--- config.mk ---
export PLATFORM = sky130hd
export DESIGN_NAME = lcd_frame_scheduler
export DESIGN_NICKNAME = d
export VERILOG_FILES = /design/src/rtl/lcd_frame_scheduler.sv
export SDC_FILE = /design/constraint.sdc
export NUM_CORES = 1
export LEC_CHECK = 0
export ABC_AREA = 1
export CAP_MARGIN = 20
export CELL_PAD_IN_SITES_DETAIL_PLACEMENT = 1
export CELL_PAD_IN_SITES_GLOBAL_PLACEMENT = 1
export CORE_UTILIZATION = 39
export DETAILED_ROUTE_END_ITERATION = 8
export GPL_TIMING_DRIVEN = 0
export HOLD_SLACK_MARGIN = 0.08
export MAX_ROUTING_LAYER = met4
export PLACE_DENSITY = 0.9
export SYNTH_ARGS = -nofsm -noshare
export SYNTH_HDL_FRONTEND = slang
export SYNTH_SLANG_ARGS = --single-unit
--- constraint.sdc ---
create_clock -name i_clk -period 2.25 [get_ports i_clk]
set_input_delay 0.5625 -clock i_clk [delete_from_list [all_inputs] [get_ports i_clk]]
set_output_delay 0.5625 -clock i_clk [all_outputs]
set_load 0.01 [all_outputs]
--- src/rtl/lcd_frame_scheduler.sv ---
// lcd_frame_scheduler: shares one registered byte bus between host command bytes and
// framed RGB565 pixel traffic (FMARK-synchronised window header plus pixel stream).
module lcd_frame_scheduler #(
  parameter int WIDTH   = 320,
  parameter int HEIGHT  = 240,
  parameter bit TE_WAIT = 1'b1
) (
  input  logic        i_clk,
  input  logic        i_reset,
  input  logic        i_frame_req,
  input  logic        i_cmd_valid,
  input  logic [8:0]  i_cmd_data,
  output logic        o_cmd_ready,
  input  logic        i_pix_valid,
  input  logic [15:0] i_pix_data,
  output logic        o_pix_ready,
  input  logic        i_lcd_fmark,
  output logic        o_bus_valid,
  output logic        o_bus_rs,
  output logic [7:0]  o_bus_data,
  input  logic        i_bus_ready,
  output logic        o_busy,
  output logic        o_frame_done
);
  localparam logic [15:0] W_END    = 16'(WIDTH - 1);
  localparam logic [15:0] H_END    = 16'(HEIGHT - 1);
  localparam logic [16:0] PIX_LAST = 17'(WIDTH * HEIGHT - 1);
  localparam logic [3:0]  HDR_LAST = 4'd10;

  typedef enum logic [2:0] {
    IDLE    = 3'd0,
    WAIT_TE = 3'd1,
    HDR     = 3'd2,
    PIX_LD  = 3'd3,
    PIX_LO  = 3'd4,
    DONE    = 3'd5
  } state_t;

  // Window header byte {rs, data} for position idx: CASET, PASET, then RAMWR.
  function automatic logic [8:0] hdr_byte(input logic [3:0] idx);
    logic [8:0] b;
    case (idx)
      4'd0:    b = {1'b0, 8'h2A};
      4'd1:    b = {1'b1, 8'h00};
      4'd2:    b = {1'b1, 8'h00};
      4'd3:    b = {1'b1, W_END[15:8]};
      4'd4:    b = {1'b1, W_END[7:0]};
      4'd5:    b = {1'b0, 8'h2B};
      4'd6:    b = {1'b1, 8'h00};
      4'd7:    b = {1'b1, 8'h00};
      4'd8:    b = {1'b1, H_END[15:8]};
      4'd9:    b = {1'b1, H_END[7:0]};
      4'd10:   b = {1'b0, 8'h2C};
      default: b = {1'b0, 8'h00};
    endcase
    return b;
  endfunction

  state_t      state_q, state_d;
  logic        pend_q, pend_d;
  logic        bus_valid_q, bus_valid_d;
  logic        bus_rs_q, bus_rs_d;
  logic [7:0]  bus_data_q, bus_data_d;
  logic        cmd_ready_q, cmd_ready_d;
  logic        pix_ready_q, pix_ready_d;
  logic        busy_q, busy_d;
  logic        frame_done_q, frame_done_d;
  logic [3:0]  hdr_idx_q, hdr_idx_d;
  logic [16:0] pix_cnt_q, pix_cnt_d;
  logic [7:0]  pix_lo_q, pix_lo_d;
  logic        lo_sent_q, lo_sent_d;
  logic        fm_meta_q, fm_meta_d;
  logic        fm_sync_q, fm_sync_d;
  logic        fm_prev_q, fm_prev_d;
  logic        fm_rise_q, fm_rise_d;
  logic        bus_accept_s;

  // Next-state and next-output computation for the whole scheduler.
  always_comb begin
    bus_accept_s = bus_valid_q & i_bus_ready;
    state_d      = state_q;
    pend_d       = pend_q | i_frame_req;
    bus_valid_d  = bus_valid_q;
    bus_rs_d     = bus_rs_q;
    bus_data_d   = bus_data_q;
    frame_done_d = 1'b0;
    hdr_idx_d    = hdr_idx_q;
    pix_cnt_d    = pix_cnt_q;
    pix_lo_d     = pix_lo_q;
    lo_sent_d    = lo_sent_q;
    fm_meta_d    = i_lcd_fmark;
    fm_sync_d    = fm_meta_q;
    fm_prev_d    = fm_sync_q;
    fm_rise_d    = fm_sync_q & ~fm_prev_q;

    case (state_q)
      IDLE: begin
        // A valid host byte beats a pending frame; the frame leaves only from an empty bus.
        if (bus_accept_s) begin
          bus_valid_d = 1'b0;
        end else if (cmd_ready_q && i_cmd_valid) begin
          bus_valid_d = 1'b1;
          bus_rs_d    = i_cmd_data[8];
          bus_data_d  = i_cmd_data[7:0];
        end else if (cmd_ready_q && pend_q) begin
          pend_d    = 1'b0;
          hdr_idx_d = 4'd0;
          if (TE_WAIT) begin
            state_d = WAIT_TE;
          end else begin
            state_d                = HDR;
            bus_valid_d            = 1'b1;
            {bus_rs_d, bus_data_d} = hdr_byte(4'd0);
          end
        end else begin
          bus_valid_d = bus_valid_q;
        end
      end
      WAIT_TE: begin
        if (fm_rise_q) begin
          state_d                = HDR;
          hdr_idx_d              = 4'd0;
          bus_valid_d            = 1'b1;
          {bus_rs_d, bus_data_d} = hdr_byte(4'd0);
        end else begin
          state_d = WAIT_TE;
        end
      end
      HDR: begin
        if (bus_accept_s) begin
          if (hdr_idx_q == HDR_LAST) begin
            state_d     = PIX_LD;
            bus_valid_d = 1'b0;
          end else begin
            hdr_idx_d              = hdr_idx_q + 4'd1;
            {bus_rs_d, bus_data_d} = hdr_byte(hdr_idx_q + 4'd1);
          end
        end else begin
          state_d = HDR;
        end
      end
      PIX_LD: begin
        if (pix_ready_q && i_pix_valid) begin
          state_d     = PIX_LO;
          bus_valid_d = 1'b1;
          bus_rs_d    = 1'b1;
          bus_data_d  = i_pix_data[15:8];
          pix_lo_d    = i_pix_data[7:0];
          lo_sent_d   = 1'b0;
        end else begin
          state_d = PIX_LD;
        end
      end
      PIX_LO: begin
        if (bus_accept_s) begin
          if (!lo_sent_q) begin
            bus_rs_d   = 1'b1;
            bus_data_d = pix_lo_q;
            lo_sent_d  = 1'b1;
          end else begin
            bus_valid_d = 1'b0;
            lo_sent_d   = 1'b0;
            if (pix_cnt_q == PIX_LAST) begin
              state_d      = DONE;
              frame_done_d = 1'b1;
            end else begin
              state_d   = PIX_LD;
              pix_cnt_d = pix_cnt_q + 17'd1;
            end
          end
        end else begin
          state_d = PIX_LO;
        end
      end
      DONE: begin
        state_d   = IDLE;
        pix_cnt_d = 17'd0;
      end
      default: begin
        state_d     = IDLE;
        bus_valid_d = 1'b0;
      end
    endcase

    // Ready strobes are registered, so they look one cycle ahead at the next state.
    cmd_ready_d = (state_d == IDLE) && !bus_valid_d;
    pix_ready_d = (state_d == PIX_LD) && !bus_valid_d;
    busy_d      = (state_d != IDLE);
  end

  // State, output and synchroniser registers.
  always_ff @(posedge i_clk or posedge i_reset) begin
    if (i_reset) begin
      state_q      <= IDLE;
      pend_q       <= 1'b0;
      bus_valid_q  <= 1'b0;
      bus_rs_q     <= 1'b0;
      bus_data_q   <= 8'h00;
      cmd_ready_q  <= 1'b0;
      pix_ready_q  <= 1'b0;
      busy_q       <= 1'b0;
      frame_done_q <= 1'b0;
      hdr_idx_q    <= 4'd0;
      pix_cnt_q    <= 17'd0;
      pix_lo_q     <= 8'h00;
      lo_sent_q    <= 1'b0;
      fm_meta_q    <= 1'b0;
      fm_sync_q    <= 1'b0;
      fm_prev_q    <= 1'b0;
      fm_rise_q    <= 1'b0;
    end else begin
      state_q      <= state_d;
      pend_q       <= pend_d;
      bus_valid_q  <= bus_valid_d;
      bus_rs_q     <= bus_rs_d;
      bus_data_q   <= bus_data_d;
      cmd_ready_q  <= cmd_ready_d;
      pix_ready_q  <= pix_ready_d;
      busy_q       <= busy_d;
      frame_done_q <= frame_done_d;
      hdr_idx_q    <= hdr_idx_d;
      pix_cnt_q    <= pix_cnt_d;
      pix_lo_q     <= pix_lo_d;
      lo_sent_q    <= lo_sent_d;
      fm_meta_q    <= fm_meta_d;
      fm_sync_q    <= fm_sync_d;
      fm_prev_q    <= fm_prev_d;
      fm_rise_q    <= fm_rise_d;
    end
  end

  assign o_cmd_ready  = cmd_ready_q;
  assign o_pix_ready  = pix_ready_q;
  assign o_bus_valid  = bus_valid_q;
  assign o_bus_rs     = bus_rs_q;
  assign o_bus_data   = bus_data_q;
  assign o_busy       = busy_q;
  assign o_frame_done = frame_done_q;

endmodule

==> results of run 1 <==
[synth_stat cells (all sizes together)]
library cell  number
nand2            199
or2                1
ha                 6
inv               40
a21oi              6
nor2              56
dfrtp             52
xor2              14
clkinv             1
o21ai             16
and2               1
o211ai             1
nand4              7
nand3b             3
o21bai             1
nand3             38
buf                6
[routing by layer]
metal	track usage	routed length [µm]
met5	-	0
met1	0.267	3930
met2	0.383	4200
met4	0.0456	76
met3	0.0323	216
[cell families (layout without fill, tap and decap cells)]
family	Yosys count	count (layout)	synth area share
flip-flops	52	52	0.414
buffers and inverters	47	101	0.0661
XOR/XNOR	14	14	0.0390
adder cells (fa/ha/maj)	6	6	0.0239
AO/OA/AOI/OAI	24	24	0.0410
AND/OR/NAND/NOR	305	305	0.416
[registers in the layout, indices dropped and copies added (netlist names)]
name          flops
o_frame_done      1
fm_prev_q         1
fm_meta_q         1
lo_sent_q         1
o_pix_ready       1
fm_prev_d         1
o_bus_rs          1
o_busy            1
o_bus_valid       1
pend_q            1
o_bus_data        8
pix_lo_q          8
o_cmd_ready       1
state_q           3
fm_rise_q         1
pix_cnt_q        17
hdr_idx_q         4
[path summary, 6_finish.rpt]
path	endpoint	slack (ns)	startpoint	cells after the start
worst max register to register	o_bus_data[6]	0.31	hdr_idx_q[0]	11
worst max-delay path	o_bus_data[5]	0.26	i_bus_ready	7
worst min register to register	fm_prev_d	0.37	fm_meta_q	0
max in group asynchronous	pix_cnt_q[13]	1.17	i_reset	3
worst min-delay path	fm_prev_d	0.37	fm_meta_q	0
min in group asynchronous	o_bus_data[7]	0.55	i_reset	2
[through the flow]
step	setup WS, ns	std cells	utilization	hold WS (ns)
after detailed placement	-0.0603	596	0.482	0.343
after floorplan	0.430	448	-	0.331
after global placement	-0.614	595	0.479	0.344
after CTS	0.275	604	0.500	0.377
after global routing	0.103	604	0.500	0.385
final	0.265	604	0.500	0.374
[power groups by stage]
| stage | registers, mW | clock network, mW | logic [mW] |
|---|---|---|---|
| 2_1_floorplan | 1.36 | 0 | 1.11 |
| 3_3_place_gp | 1.34 | 0 | 1.68 |
| 3_5_place_dp | 1.35 | 0 | 1.73 |
| 4_1_cts | 1.33 | 0.807 | 1.76 |
| 5_1_grt | 1.36 | 0.843 | 1.97 |
| 6_report | 1.34 | 0.791 | 1.74 |
[critical path, stage by stage]
cell	delay (ns)
clkdlybuf4s50_1	0.50
nand2_1	0.14
o21ai_0	0.46
nand3_2	0.30
nor2_1	0.16
nand2_1	0.06
nand2_1	0.05
[cell type report]
cell class,count,area [µm²],share of cell area
tap,102,128,0.0329
timing repair buffer,46,470,0.121
multi-input combinational,349,1640,0.421
buffer,6,53.8,0.0139
clock inverter,3,68.8,0.0177
inverter,41,154,0.0397
clock buffer,5,68.8,0.0177
sequential,52,1300,0.335
==> reports/metrics.yaml, run 1 <==
status:
  status: "finished clean"
sta:
  rsz0062_at_grt: "no"
  max_freq_mhz: 504
  slew_violations: 0
  hold_viol_final: 0
  final.setup_skew_ns: 0.00875
  setup_viol: 0
  min_period_over_period: 0.882
  tns_ns: 0
  period_minus_slack_ns: 1.99
  worst_pin_slew_ns: 0.507
  relSlewSlack: 0.658
grt:
  grt_pass1_vias: 3051
  grt_antenna_before_repair: 0
  overflow: 0
  grt_usage: 0.218
  grt_pass1_wl_um: 14400
  grt_max_degree: 36
flow_run:
  drv_cap: 0
clock_tree:
  numCtsBuffers: 5
  cts_setup_buffers: 0
  clkLatencyLatePin_ns: 0.32
  htreeDepth: 2
  clkSinkCount: 52
  clk_pin_slew_ns: 0.10
  clk_path_buf_depth: 2
  ctsHoldBuffers: 0
  clockRootBuffer: "clkbuf_8"
  post_cts_resized: 0
  cts_tree: "done"
logic_synthesis:
  synth_nets: 486
  ys_seq_area_frac: 0.414
  ys_types: 28
  synthCells: 448
  avgSynthCellArea_um2: 7.02
  synthTopCellsByArea: "dfrtp_1, nand2_1, nor2_1"
  synth_area_leader_cell: "dfrtp_1"
  yosys.area.top_type_share: 0.414
  ys.warnings.count: 0
  netlist_area_um2: 3140
  synth_seq_cells: 52
place:
  postPlaceCellArea_um2: 3740
  port_buffers: 45
  hpwl_um: 6480
  gp_congestion: 0.943
routing:
  avgViaCountPerCell: 4.93
  drt-total-wl_um: 8420
  drt-initial-drc-count: 86
  post_drt_wl_per_cell_um: 13.9
  dr_total_vias: 2976
  dr.pass1.iters: 4
  drc: 0
  ant_nets: 0
floorplan:
  die_area_um2: 8430
  core_region_area_um2: 7770
  row_count: 32
  fp.dieW_um: 91.8
  start_util: 0.405
  io_pins: 46
  die_y_um: 91.8
critical_path:
  critPathLaunchType: "primary input"
  worstSetupPathType: "in2reg"
  cp.required_ns: 2.51
  critPathMaxFanout: 10
  arrival_ns: 2.25
  cp-end-kind: "flip-flop"
finish:
  fillers: 999
  final_design_area_no_fill_um2: 3880
  area_delta_synth_final_pct: 23.4
  drive_gt1_frac: 0.0777
  layout_commonest_cell: "nand2_1"
  fin_nets: 539
  antennaDiodeCount: 0
  final_cell_mix: "nand2_1, nor2_1, dfrtp_1"
power:
  totalPowerFinal_mw: 3.87
  intPower_mw: 2.29
  power.density_nw_per_um2: 997
  peakVddDrop_uv: 448
  sw_frac_of_total: 0.407
  p_leak_nw: 1.98
  p_switching_mw: 1.57
  clockPowerShare: 0.205
  combPwrFrac: 0.450
  seqPwrFrac: 0.345
hold_path:
  hold_class: "reg2reg"
(Power assumes the default switching activity.)
==> run 2, diff against run 1 <==
--- a/config.mk
+++ b/config.mk
@@ -9,6 +9,7 @@
 export CAP_MARGIN = 20
 export CELL_PAD_IN_SITES_DETAIL_PLACEMENT = 1
 export CELL_PAD_IN_SITES_GLOBAL_PLACEMENT = 1
+export CORE_ASPECT_RATIO = 0.75
 export CORE_UTILIZATION = 39
 export DETAILED_ROUTE_END_ITERATION = 8
 export GPL_TIMING_DRIVEN = 0
==> reports/metrics.yaml, run 2 (same netlist as run 1, synthesis figures left out) <==
finish:
  area_delta_synth_final_pct: 22.5
  regMostFlops: "pix_cnt_q"
  multi_input_area_um2: 1640
  largest_register_ffs: 17
  fin_cells: 603
  drive_gt1_frac: 0.0777
  fin_nets: 539
  layout_commonest_cell: "nand2_1"
  ff_latch_area_um2: 1300
  antennaDiodeCount: 0
  final_cell_mix: "nand2_1, nor2_1, dfrtp_1"
  fillers: 1019
grt:
  grt_antenna_before_repair: 0
  overflow: 0
  grt_pass1_vias: 3132
  grt_usage: 0.237
  grt_pass1_wl_um: 15100
  grt_max_degree: 41
critical_path:
  timing.rr.end: "o_bus_data[5]"
  critPathMaxFanout: 10
  r2r_start: "hdr_idx_q[0]"
  cpLargestDelayFamily: "simple AND/OR/NAND/NOR gates"
  critPathLaunch: "hdr_idx_q[0]"
  cp-end-kind: "flip-flop"
  path_common_cell: "nand2_1"
  cp.required_ns: 2.50
  cp.depth: 11
  slowest_stage: "dfrtp_1"
  crit_end: "o_bus_data[5]"
  critPathLaunchType: "flip-flop"
  ff2ff_path_depth: 11
  worst-path-buf-inv: 2
  max_stage_delay_ns: 0.52
  worstSetupPathType: "reg2reg"
  arrival_ns: 2.21
  r2r_setup_slack_ns: 0.29
  path_cells: "inv_1 > ha_1 > nand3_1 > inv_1 > nand2_1 > nand2_1 > nor2_4 > nand3_2 > nor2_1 > nand2_1 > nand2_1"
floorplan:
  fp.dieW_um: 106
  core_region_area_um2: 7570
  row_count: 27
  io_pins: 46
  die_area_um2: 8430
  die_y_um: 79.8
  start_util: 0.416
power:
  peakVddDrop_uv: 557
  clockPowerShare: 0.175
  power.density_nw_per_um2: 989
  p_switching_mw: 1.63
  seqPwrFrac: 0.353
  totalPowerFinal_mw: 3.81
  intPower_mw: 2.18
  p_leak_nw: 1.96
  sw_frac_of_total: 0.429
  combPwrFrac: 0.472
routing:
  dr_total_vias: 2999
  ant_nets: 0
  avgViaCountPerCell: 4.97
  dr.pass1.iters: 4
  drc: 0
  drt-initial-drc-count: 136
  post_drt_wl_per_cell_um: 14.6
  drt-total-wl_um: 8810
sta:
  rsz0062_at_grt: "no"
  slew_violations: 0
  relSlewSlack: 0.737
  min_period_over_period: 0.870
  fin_hold_ws_ns: 0.359
  fin_ws_ns: 0.292
  max_freq_mhz: 511
  hold_viol_final: 0
  tns_ns: 0
  worst_pin_slew_ns: 0.393
  final.setup_skew_ns: 0.00783
  setup_viol: 0
  period_minus_slack_ns: 1.96
place:
  port_buffers: 45
  dpl_worst_slack_ns: -0.137
  hpwl_um: 6950
  gp_congestion: 0.888
  dp_cells: 595
clock_tree:
  htreeDepth: 2
  clkLatencyLatePin_ns: 0.31
  clockRootBuffer: "clkbuf_8"
  clkSinkCount: 52
  ctsHoldBuffers: 0
  clk_path_buf_depth: 2
  numCtsBuffers: 5
  clk_pin_slew_ns: 0.10
  cts_tree: "done"
status:
  status: "finished clean"
hold_path:
  hold_class: "reg2reg"
flow_run:
  drv_cap: 0
## run 2: layer usage
| layer | global-route usage | up-vias | routed length, µm |
|---|---|---|---|
| met5 | - | - | 0 |
| met4 | 0.0486 | 0 | 91 |
| met3 | 0.0351 | 9 | 293 |
| met2 | 0.378 | 64 | 3860 |
| met1 | 0.323 | 1423 | 4560 |
| li1 | - | 1503 | - |
## run 2: through the flow
| stage | utilization | cell area, µm² |
|---|---|---|
| 2_1_floorplan | - | 3140 |
| 3_5_place_dp | 0.494 | 3740 |
| 5_1_grt | 0.509 | 3850 |
| 4_1_cts | 0.509 | 3850 |
| 3_3_place_gp | 0.492 | 3720 |
| 6_report | 0.509 | 3850 |
## run 2: area by class of cell
class,count,area share
plain buffers,6,0.0140
clock buffers,5,0.0179
clock inverters,3,0.0110
inverters,41,0.0399
multi-input cells,349,0.424
flip-flops and latches,52,0.338
well taps,101,0.0328
repair buffers,46,0.122
## run 2: worst min-delay path by stage
stage               startpoint   endpoint  slack, ns  cells after the start
finish               fm_meta_q  fm_prev_d       0.36                      0
global route         fm_meta_q  fm_prev_d       0.37                      0
CTS                  fm_meta_q  fm_prev_d       0.36                      0
detailed placement   fm_meta_q  fm_prev_d       0.34                      0
global placement     fm_meta_q  fm_prev_d       0.34                      0
floorplan            fm_meta_q  fm_prev_d       0.33                      0
## run 2: power by group through the flow
stage	clock network, mW	registers [mW]	logic, mW
finish	0.667	1.34	1.80
global route	0.715	1.37	2.02
CTS	0.677	1.35	1.80
detailed placement	0	1.36	1.78
global placement	0	1.34	1.71
floorplan	0	1.36	1.11
## run 2: worst register-to-register path: stages (launching register included)
cell and delay, ns:
dfrtp_1 0.52, inv_1 0.17, ha_1 0.23, nand3_1 0.09
inv_1 0.06, nand2_1 0.10, nand2_1 0.11, nor2_4 0.12
nand3_2 0.22, nor2_1 0.16, nand2_1 0.06, nand2_1 0.06
## run 2: timing repair
action / in CTS / in global routing
setup endpoints to repair: 0 / 1
gates resized for setup: 0 / 1
setup buffers: 0 / 0
==> run 3, diff against run 2 <==
==> constraint.sdc (replaced) <==
create_clock -name i_clk -period 2.25 [get_ports i_clk]
set_input_delay 0.225 -clock i_clk [delete_from_list [all_inputs] [get_ports i_clk]]
set_output_delay 0.225 -clock i_clk [all_outputs]
set_load 0.01 [all_outputs]
==> reports/metrics.yaml, run 3 (same netlist as run 1, synthesis figures left out) <==
status:
  status: "finished clean"
power:
  peakVddDrop_uv: 555
  power.density_nw_per_um2: 988
  p_leak_nw: 1.96
  totalPowerFinal_mw: 3.81
floorplan:
  io_pins: 46
  fp.dieW_um: 106
  start_util: 0.416
  die_area_um2: 8430
  core_region_area_um2: 7570
  row_count: 27
  die_y_um: 79.8
grt:
  grt_usage: 0.237
  grt_pass1_wl_um: 15100
  grtUsageMet2: 0.378
  grtUsageMet1: 0.323
  met3_usage: 0.0351
  grt_busiest_layer: "met2"
  grt_antenna_before_repair: 0
  grt_max_degree: 41
  grt_pass1_vias: 3132
  overflow: 0
critical_path:
  cp.required_ns: 2.50
  r2r_setup_slack_ns: 0.29
  slowest_stage: "dfrtp_1"
  critPathMaxFanout: 10
  path_common_cell: "nand2_1"
  arrival_ns: 2.21
  cp-end-kind: "flip-flop"
  max_stage_delay_ns: 0.52
  critPathLaunchType: "flip-flop"
  worstSetupPathType: "reg2reg"
  path_cells: "inv_1 > ha_1 > nand3_1 > inv_1 > nand2_1 > nand2_1 > nor2_4 > nand3_2 > nor2_1 > nand2_1 > nand2_1"
sta:
  period_minus_slack_ns: 1.96
  final.setup_skew_ns: 0.00722
  max_freq_mhz: 510
  worst_pin_slew_ns: 0.510
  rsz0062_at_grt: "no"
  relSlewSlack: 0.656
  setup_viol: 0
  min_period_over_period: 0.871
  hold_viol_final: 0
  slew_violations: 0
routing:
  avgViaCountPerCell: 4.97
  post_drt_wl_per_cell_um: 14.6
  dr_total_vias: 2998
  drc: 0
  dr.pass1.iters: 4
  ant_nets: 0
  drt-initial-drc-count: 136
  drt-total-wl_um: 8790
finish:
  multi_input_area_um2: 1640
  ff_latch_area_um2: 1300
  drive_gt1_frac: 0.0777
  utilization: 0.509
  largest_register_ffs: 17
  area_delta_synth_final_pct: 22.5
  layout_commonest_cell: "nand2_1"
  fillers: 1019
  antennaDiodeCount: 0
  final_design_area_no_fill_um2: 3850
  regMostFlops: "pix_cnt_q"
  fin_nets: 539
  final_cell_mix: "nand2_1, nor2_1, dfrtp_1"
clock_tree:
  clk_pin_slew_ns: 0.10
  ctsHoldBuffers: 0
  clk_path_buf_depth: 2
  post_cts_resized: 0
  cts_tree: "done"
  clockRootBuffer: "clkbuf_8"
  cts_setup_buffers: 0
  numCtsBuffers: 5
  clkSinkCount: 52
  htreeDepth: 2
  clkLatencyLatePin_ns: 0.31
place:
  port_buffers: 45
  postPlaceCellArea_um2: 3740
  hpwl_um: 6950
  gp_congestion: 0.888
flow_run:
  drv_cap: 0
hold_path:
  hold_class: "in2async"
## run 3: cell counts in the layout (fill, tap and decap cells not counted)
Identical to the previous run, type by type.
## run 3: path summary, 6_finish.rpt
| check | end | start | depth (start not counted) |
|---|---|---|---|
| max reg2reg | o_bus_data[5] | hdr_idx_q[0] | 11 |
| min in group i_clk | fm_meta_q | i_lcd_fmark | 1 |
| min reg2reg | fm_prev_d | fm_meta_q | 0 |
| max in group asynchronous | state_q[2] | i_reset | 3 |
| min | o_frame_done | i_reset | 2 |
| max | o_bus_data[5] | hdr_idx_q[0] | 11 |
## run 3: report_power, final
| part | switching, mW | internal (mW) |
|---|---|---|
| Sequential | 0.183 | 1.16 |
| Combinational | 1.11 | 0.685 |
| Clock | 0.336 | 0.330 |
| Total | 1.63 | 2.18 |
## run 3: layer usage
layer | routed length [µm] | share of wire
met5 | 0 | 0
met2 | 3870 | 0.44
met3 | 295 | 0.034
met4 | 89 | 0.010
met1 | 4530 | 0.52
## run 3: metrics by stage
| step | setup WS, ns | std cells | setup TNS, ns | hold WS [ns] |
|---|---|---|---|---|
| 6_report | 0.291 | 603 | 0 | 0.186 |
| 3_5_place_dp | 0.200 | 595 | 0 | 0.339 |
| 2_1_floorplan | 0.681 | 448 | 0 | 0.256 |
| 4_1_cts | 0.291 | 603 | 0 | 0.192 |
| 5_1_grt | 0.0825 | 603 | 0 | 0.214 |
| 3_3_place_gp | -0.291 | 594 | -14.92 | 0.337 |
## run 3: worst max-delay path, delay by kind of cell (launching register included)
family                   cells  cell delay [ns]
buffers and inverters        2             0.23
flip-flops                   1             0.52
AND/OR/NAND/NOR              8             0.93
adder cells (fa/ha/maj)      1             0.23
## run 3: layout make-up
| type | instances | area share |
|---|---|---|
| repair buffers | 46 | 0.122 |
| flip-flops and latches | 52 | 0.338 |
| inverters | 41 | 0.0399 |
| multi-input cells | 349 | 0.424 |
| clock buffers | 5 | 0.0179 |
| well taps | 101 | 0.0328 |
| clock inverters | 3 | 0.0110 |
| plain buffers | 6 | 0.0140 |
==> RTL edit (config.mk and constraints of run 2) <==
Set the parameter `TE_WAIT` to 1'b0 (it was 1'b1).
--- a/src/rtl/lcd_frame_scheduler.sv
+++ b/src/rtl/lcd_frame_scheduler.sv
@@ -3,7 +3,7 @@
 module lcd_frame_scheduler #(
   parameter int WIDTH   = 320,
   parameter int HEIGHT  = 240,
-  parameter bit TE_WAIT = 1'b1
+  parameter bit TE_WAIT = 1'b0
 ) (
   input  logic        i_clk,
   input  logic        i_reset,
Formal check against the unedited RTL: not equivalent (a bounded check fails within 4 cycles, from zero or initial values and one cycle with i_reset high).
==> RTL edit against run 2 <==
Via count grew 3.9%; cell count increased by 0.33%; power up 1.9%; synthesized cell count shrank 0.45%; setup slack got worse by 0.019 ns; design area did not move; routed wire length increased by 7.3%; sequential share of layout area stayed put; synthesized area is 0.52% higher; sequential cell count is the same.
==> RTL edit: results (changes against run 2) <==
<table>
<tr><th>Metric</th><th>Value</th></tr>
<tr><th colspan="2">Routing</th></tr>
<tr><td>DR WL met2</td><td>4470 um (+16%)</td></tr>
<tr><td>Met3 wire length</td><td>353 um (+20%)</td></tr>
<tr><td>Overall routed net length</td><td>9450 um (+7.3%)</td></tr>
<tr><td>Via count</td><td>3117 (+3.9%)</td></tr>
<tr><th colspan="2">Logic synthesis</th></tr>
<tr><td>Xor and xnor area share after synthesis</td><td>2.22% (-1.7 points)</td></tr>
<tr><td>Compound-Gate Fraction of Synth Area</td><td>6.22% (+2.1 points)</td></tr>
<tr><td>Adder and majority gate portion of the synthesized area</td><td>2.38% (-0.012 points)</td></tr>
<tr><td>Top area cells in the synthesized netlist</td><td>sky130_fd_sc_hd__dfrtp_1 (41%), sky130_fd_sc_hd__nand2_1 (19%), sky130_fd_sc_hd__nand3_1 (6.8%), sky130_fd_sc_hd__inv_1 (4.6%), sky130_fd_sc_hd__nor2_1 (4.6%)</td></tr>
<tr><td>Number of distinct library cells after synthesis</td><td>31 (+11%)</td></tr>
<tr><td>Proportion of synthesized chip area in sequential cells</td><td>41.2% (-0.21 points)</td></tr>
<tr><td>Top cell types by occurrence after synthesis</td><td>sky130_fd_sc_hd__nand2_1 (159), sky130_fd_sc_hd__dfrtp_1 (52), sky130_fd_sc_hd__nand3_1 (43)</td></tr>
<tr><th colspan="2">Placed design</th></tr>
<tr><td>Setup Slack @ Placement</td><td>-0.0264 ns (+0.111 ns)</td></tr>
<tr><td>Number of cells after detailed placement</td><td>597 (+0.34%)</td></tr>
<tr><th colspan="2">Finish</th></tr>
<tr><td>Final layout net count</td><td>537 (-0.37%)</td></tr>
<tr><td>Final cell count without fillers</td><td>605 (+0.33%)</td></tr>
<tr><th colspan="2">Worst setup path</th></tr>
<tr><td>Arrival time of data at the critical path endpoint</td><td>2.24 ns (+0.03 ns)</td></tr>
<tr><td>Largest driver fanout on the critical path</td><td>7 (-3)</td></tr>
<tr><td>Highest cell delay on the worst timing path</td><td>0.49 ns (-0.03 ns)</td></tr>
<tr><th colspan="2">Status</th></tr>
<tr><td>Status</td><td>finished clean</td></tr>
<tr><th colspan="2">GRT</th></tr>
<tr><td>Wire length of the first global-routing pass</td><td>15800 um (+4.7%)</td></tr>
<tr><td>Met1 routing resource usage after global routing</td><td>32.9% (+0.59 points)</td></tr>
<tr><td>Met3 demand-to-capacity share in global routing</td><td>3.27% (-0.24 points)</td></tr>
<tr><td>Overall routing resource usage</td><td>24.5% (+0.79 points)</td></tr>
<tr><td>Met2 Usage GRT</td><td>39.9% (+2.1 points)</td></tr>
<tr><th colspan="2">STA</th></tr>
<tr><td>Clock skew</td><td>0.0138 ns (+0.00594 ns)</td></tr>
</table>
-- RTL edit: stage by stage --
step	cell area, um2	TNS, ns	hold slack, ns	total power, mW
after floorplan	3160	0	0.331	2.63
after global placement	3740	-33.33	0.336	3.19
after detailed placement	3760	-0.0282	0.340	3.31
after CTS	3850	0	0.366	3.89
after global routing	3850	0	0.374	4.20
final	3850	0	0.364	3.88
-- RTL edit: where the power goes --
group          switching (mW)  total [mW]  leakage [nW]  internal (mW)
Sequential              0.170        1.30         0.647           1.13
Clock                   0.342       0.564        0.0445          0.222
Combinational            1.28        2.01          1.14          0.733
Total                    1.79        3.88          1.83           2.09
-- RTL edit: final timing paths --
kind	from	endpoint	slack, ns	cells past startpoint
setup / recovery	hdr_idx_q[1]$_DFFE_PP0P_	o_bus_data[2]$_DFFE_PP0P_	0.27	12
min in group asynchronous	i_reset	fm_meta_q$_DFF_PP0_	0.60	2
setup reg to reg	hdr_idx_q[1]$_DFFE_PP0P_	o_bus_data[2]$_DFFE_PP0P_	0.27	12
max in group asynchronous	i_reset	o_busy$_DFF_PP0_	1.08	3
hold reg to reg	fm_meta_q$_DFF_PP0_	fm_prev_d$_DFF_PP0_	0.36	0
hold / removal	fm_meta_q$_DFF_PP0_	fm_prev_d$_DFF_PP0_	0.36	0
-- RTL edit: kinds of logic (layout without fill, tap and decap cells) --
family / after synthesis / count (layout)
flops: 52 / 52
compound gates: 37 / 37
fa+ha+maj: 6 / 6
xor+xnor: 8 / 8
buf+inv: 56 / 110
simple gates: 287 / 287
-- RTL edit: layout make-up --
cell class	instances	area [um2]
clock buffer	5	68.8
clock inverter	3	21.3
multi-input combinational	338	1620
buffer	7	52.6
sequential	52	1300
fill	1025	4030
inverter	49	184
tap	105	131
timing repair buffer	46	470
